**config.mk**
```make
export PLATFORM = sky130hd
export DESIGN_NAME = id_ex_hazard_reg
export DESIGN_NICKNAME = d
export VERILOG_FILES = /design/src/rtl/id_ex_hazard_reg.sv
export SDC_FILE = /design/constraint.sdc
export NUM_CORES = 1
export LEC_CHECK = 0
export BUFFER_PORTS_ARGS = -buffer_cell sky130_fd_sc_hd__buf_2
export CAP_MARGIN = 5
export CORE_ASPECT_RATIO = 0.6
export CORE_MARGIN = 2
export CORE_UTILIZATION = 48
export CTS_BUF_LIST = sky130_fd_sc_hd__clkbuf_16
export DETAILED_ROUTE_END_ITERATION = 10
export MAX_ROUTING_LAYER = met4
export PLACE_DENSITY = 0.84
export SLEW_MARGIN = 20
export SYNTH_ARGS = -nofsm -noshare
export SYNTH_HDL_FRONTEND = slang
export SYNTH_SLANG_ARGS = --single-unit
export TNS_END_PERCENT = 30
```
**constraint.sdc**
```tcl
create_clock -name clk -period 3.2 [get_ports clk]
set_clock_uncertainty 0.15 [all_clocks]
set_input_delay 0.16 -clock clk [delete_from_list [all_inputs] [get_ports clk]]
set_output_delay 0.16 -clock clk [all_outputs]
set_load 0.05 [all_outputs]
```
**src/rtl/id_ex_hazard_reg.sv**
```systemverilog
// ID/EX pipeline register with load-use hazard detection, memory-stall hold and flush squash.
// Optional stall counter output enabled by defining HAZARD_PERF_CNT_EN.
module id_ex_hazard_reg (
  input  logic        clk,
  input  logic        rst_n,
  input  logic        id_valid,
  input  logic [2:0]  id_ra,
  input  logic [2:0]  id_rb,
  input  logic [2:0]  id_use,
  input  logic        id_rf_we,
  input  logic [2:0]  id_rf_waddr,
  input  logic        id_is_load,
  input  logic [35:0] id_payload,
  input  logic        mem_stall,
  input  logic        flush,
  output logic        ex_valid,
  output logic [2:0]  ex_ra,
  output logic [2:0]  ex_rb,
  output logic [2:0]  ex_use,
  output logic        ex_rf_we,
  output logic [2:0]  ex_rf_waddr,
  output logic        ex_is_load,
  output logic [35:0] ex_payload,
`ifdef HAZARD_PERF_CNT_EN
  output logic [15:0] stall_cnt,
`endif
  output logic        stall_if_id
);

  logic        ex_valid_reg,    ex_valid_next;
  logic [2:0]  ex_ra_reg,       ex_ra_next;
  logic [2:0]  ex_rb_reg,       ex_rb_next;
  logic [2:0]  ex_use_reg,      ex_use_next;
  logic        ex_rf_we_reg,    ex_rf_we_next;
  logic [2:0]  ex_rf_waddr_reg, ex_rf_waddr_next;
  logic        ex_is_load_reg,  ex_is_load_next;
  logic [35:0] ex_payload_reg,  ex_payload_next;
  logic        lu;
  logic        hit_a;
  logic        hit_b;

  // Store data travels on ra, so a store read counts as an ra read.
  assign hit_a = (id_use[0] | id_use[2]) & (id_ra == ex_rf_waddr_reg);
  assign hit_b = id_use[1] & (id_rb == ex_rf_waddr_reg);
  assign lu    = ex_valid_reg & ex_is_load_reg & ex_rf_we_reg &
                 (ex_rf_waddr_reg != 3'd0) & id_valid & (hit_a | hit_b);

  assign stall_if_id = ~flush & (mem_stall | lu);

  always_comb begin
    ex_valid_next    = ex_valid_reg;
    ex_ra_next       = ex_ra_reg;
    ex_rb_next       = ex_rb_reg;
    ex_use_next      = ex_use_reg;
    ex_rf_we_next    = ex_rf_we_reg;
    ex_rf_waddr_next = ex_rf_waddr_reg;
    ex_is_load_next  = ex_is_load_reg;
    ex_payload_next  = ex_payload_reg;
    if (flush || (!mem_stall && lu)) begin
      ex_valid_next    = 1'b0;
      ex_ra_next       = 3'd0;
      ex_rb_next       = 3'd0;
      ex_use_next      = 3'd0;
      ex_rf_we_next    = 1'b0;
      ex_rf_waddr_next = 3'd0;
      ex_is_load_next  = 1'b0;
      ex_payload_next  = 36'd0;
    end else if (!mem_stall) begin
      ex_valid_next    = id_valid;
      ex_ra_next       = id_ra;
      ex_rb_next       = id_rb;
      ex_use_next      = id_valid ? id_use : 3'd0;
      ex_rf_we_next    = id_valid & id_rf_we;
      ex_rf_waddr_next = id_rf_waddr;
      ex_is_load_next  = id_valid & id_is_load;
      ex_payload_next  = id_payload;
    end
  end

  always_ff @(posedge clk or negedge rst_n) begin
    if (!rst_n) begin
      ex_valid_reg    <= 1'b0;
      ex_ra_reg       <= 3'd0;
      ex_rb_reg       <= 3'd0;
      ex_use_reg      <= 3'd0;
      ex_rf_we_reg    <= 1'b0;
      ex_rf_waddr_reg <= 3'd0;
      ex_is_load_reg  <= 1'b0;
      ex_payload_reg  <= 36'd0;
    end else begin
      ex_valid_reg    <= ex_valid_next;
      ex_ra_reg       <= ex_ra_next;
      ex_rb_reg       <= ex_rb_next;
      ex_use_reg      <= ex_use_next;
      ex_rf_we_reg    <= ex_rf_we_next;
      ex_rf_waddr_reg <= ex_rf_waddr_next;
      ex_is_load_reg  <= ex_is_load_next;
      ex_payload_reg  <= ex_payload_next;
    end
  end

  assign ex_valid    = ex_valid_reg;
  assign ex_ra       = ex_ra_reg;
  assign ex_rb       = ex_rb_reg;
  assign ex_use      = ex_use_reg;
  assign ex_rf_we    = ex_rf_we_reg;
  assign ex_rf_waddr = ex_rf_waddr_reg;
  assign ex_is_load  = ex_is_load_reg;
  assign ex_payload  = ex_payload_reg;

`ifdef HAZARD_PERF_CNT_EN
  logic [15:0] stall_cnt_reg;

  // Counts only bubbles actually inserted for load-use, saturating.
  always_ff @(posedge clk or negedge rst_n) begin
    if (!rst_n) begin
      stall_cnt_reg <= 16'd0;
    end else if (lu && !flush && !mem_stall && (stall_cnt_reg != 16'hFFFF)) begin
      stall_cnt_reg <= stall_cnt_reg + 16'd1;
    end
  end

  assign stall_cnt = stall_cnt_reg;
`endif

endmodule

```
==> reports/qor.txt <==
Slew Limit Fails: 0
FMAX: 0.404 GHz
Crit Path Class: input port to output port
GRT overflow: 0
Crit path capture type: output port
Crit path DAT: 2160 ps
Port Buf Inserts: 106
Hold Path Class: input port to flop
Area delta synth->final: 55.9%
Critical Path Start: id_ra[1]
Via count of the first global-routing pass: 1850
Startpoint types: input port
P_leak: 1.62 nW
Commonest non-fill, non-tap cell in the layout: buf_2
Max-slew headroom: 0.302
RSZ-0062 raised after global routing: no
CTS tree: yes
Post-route cell area: 0.00323 mm²
Initial antenna violation count: 0
Inst Count DP: 319
Period utilisation layout: 0.773
Max reg flops: 36
WP depth: 7
Cts bufs inserted: 5
Setup TNS: 0 ps
Mapped cell area: 0.00207 mm²
Final-report hold violation count: 1
Avg Synthesized Cell Area: 12.6 µm²
WP buf/inv: 3
Remaining DRCs: 0
Number of detailed-route iterations in the first pass: 4
Final Non-Filler Cells: 368
CTS Sinks: 51
Total power: 1.70 mW
Critical path's slowest cell: dlygate4sd3_1
Synth unique cells: 22
Most frequent cells in the layout: 106 x buf_2, 51 x dfrtp_1, 41 x dlygate4sd3_1, 36 x a32o_1, 18 x nand2_1
Share of cells above drive strength 1: 0.390
Violated checks: hold timing
Critical Path Most Common Cell: buf_2
Cell row count: 18
Mean routed wirelength per cell: 16.0 µm
Core Util, Final: 0.785
CP Cell Sequence: dlygate4sd3_1, buf_2, xnor2_1, o2111ai_1, a211o_1, a21oi_1, buf_2
Die Footprint: 0.00488 mm²
Area after DPL: 0.00264 mm²
RR Startpoint: ex_rf_waddr[0]
Die Ht: 54.9 µm
Nets: 362
Initial Util: 0.503
Synthesized instance count: 165
Gates resized, CTS repair: 0
Drt via density: 5.36
1st-iter DRT viols: 89
WP data required: 2890 ps
Final WS setup: 726 ps
N_diodes: 0
Endpoint of the worst setup timing path: stall_if_id
Largest fanout on the critical path: 14
Fin crit period: 2470 ps
Worst slew pin tran: 1050 ps
Hold Worst Slack: -3.81 ps
H-tree depth: 2
Worst r2r dst: ex_use[2]
Io pins: 107
Status: finished with violations
Flops & latches, synth: 51
Reg2reg setup slack: 970 ps
Seq/Total Area, Yosys: 0.615
Post-Syn Nets: 220
Post-route ant nets: 0
Worst VDD drop: 0.000341 V
Routed vias: 1971
Final setup vio count: 0
Slowest stage delay, CP: 540 ps
Clk slew on worst S/H paths: 60 ps
GRT Total Usage: 0.252
Largest net degree at the start of global routing: 47
Warnings, synthesis: 0
Maxcap violations: 0
Detailed Place HPWL: 3.64 mm
Die Width: 88.9 µm
Pwr Density: 524 mW/mm²
Max Root-Sink Buffers: 2
First-pass GRT wire length: 8.89 mm
RD Place Congestion: 1.00
Root Buffer: clkbuf_16
Routed wire length: 5.91 mm
Core area: 0.00412 mm²
Skew-Pair Late Insertion Delay: 280 ps
R2R cell count: 4
CP top delay family: buffers and inverters
Post-place setup slack: 1030 ps
## area by class of cell
class	count	area, µm²
repair buffers	151	971
flip-flops and latches	51	1280
inverters	7	26.3
multi-input cells	91	697
clock inverters	3	63.8
clock buffers	5	125
well taps	60	75.1
fillers	278	887
## metal layers
metal	track usage	routed length, µm	up-vias
li1	-	-	920
met1	0.338	2640	969
met2	0.404	2910	76
met3	0.0579	304	6
met4	0.0505	53	0
met5	-	0	-
## synth_stat cells
master	n	area, µm²
nand4_1	2	12.5
a32o_1	36	360
o2111ai_1	1	8.76
buf_2	2	10.0
nand3_1	3	15.0
buf_6	3	33.8
nand2_1	18	67.6
xnor2_1	6	52.6
dfrtp_1	51	1280
a211oi_2	1	12.5
o22ai_1	5	31.3
nand2b_1	1	6.26
nor3_1	1	5.00
nor2_1	2	7.51
inv_1	7	26.3
a211o_1	1	8.76
o41ai_1	6	52.6
o21ai_0	4	20.0
nand3b_1	2	15.0
clkbuf_1	11	41.3
a21oi_1	1	5.00
nor2b_1	1	6.26
## worst min path at each step
stage / slack [ps] / end / depth (start not counted) / from
5_1_grt: 7 / ex_payload[0] / 2 / id_payload[0]
3_5_place_dp: 40 / ex_ra[0] / 1 / rst_n
6_report: -4 / ex_payload[0] / 2 / id_payload[0]
3_3_place_gp: 40 / ex_ra[2] / 1 / rst_n
4_1_cts: 1 / ex_rf_we / 3 / id_rf_we
2_1_floorplan: -290 / ex_is_load / 0 / rst_n
## worst register-to-register path, stage by stage (launching register included)
cell	delay [ps]
dfrtp_1	450
xnor2_1	250
nand4_1	170
a211oi_2	850
o21ai_0	220
## logic make-up after synthesis
kind of cell,share of synthesized area
buffers and inverters,0.0537
xor gates and xnor gates,0.0253
and+or+nand+nor,0.0651
AOI/OAI and AO/OA,0.241
DFF,0.615
## what timing repair did
| action | 4_1_cts | 5_1_grt |
|---|---|---|
| hold buffers | 40 | 1 |
| endpoints found under the hold margin | 65 | 1 |
| setup endpoints to repair | 0 | 0 |
| buffers inserted | 0 | 0 |
## power by group
part	internal [mW]	total [mW]	leakage, nW	switching [mW]
logic	0.117	0.335	0.848	0.218
clock network	0.445	0.661	0.0952	0.216
registers	0.679	0.700	0.680	0.0210
(Power assumes the default switching activity.)
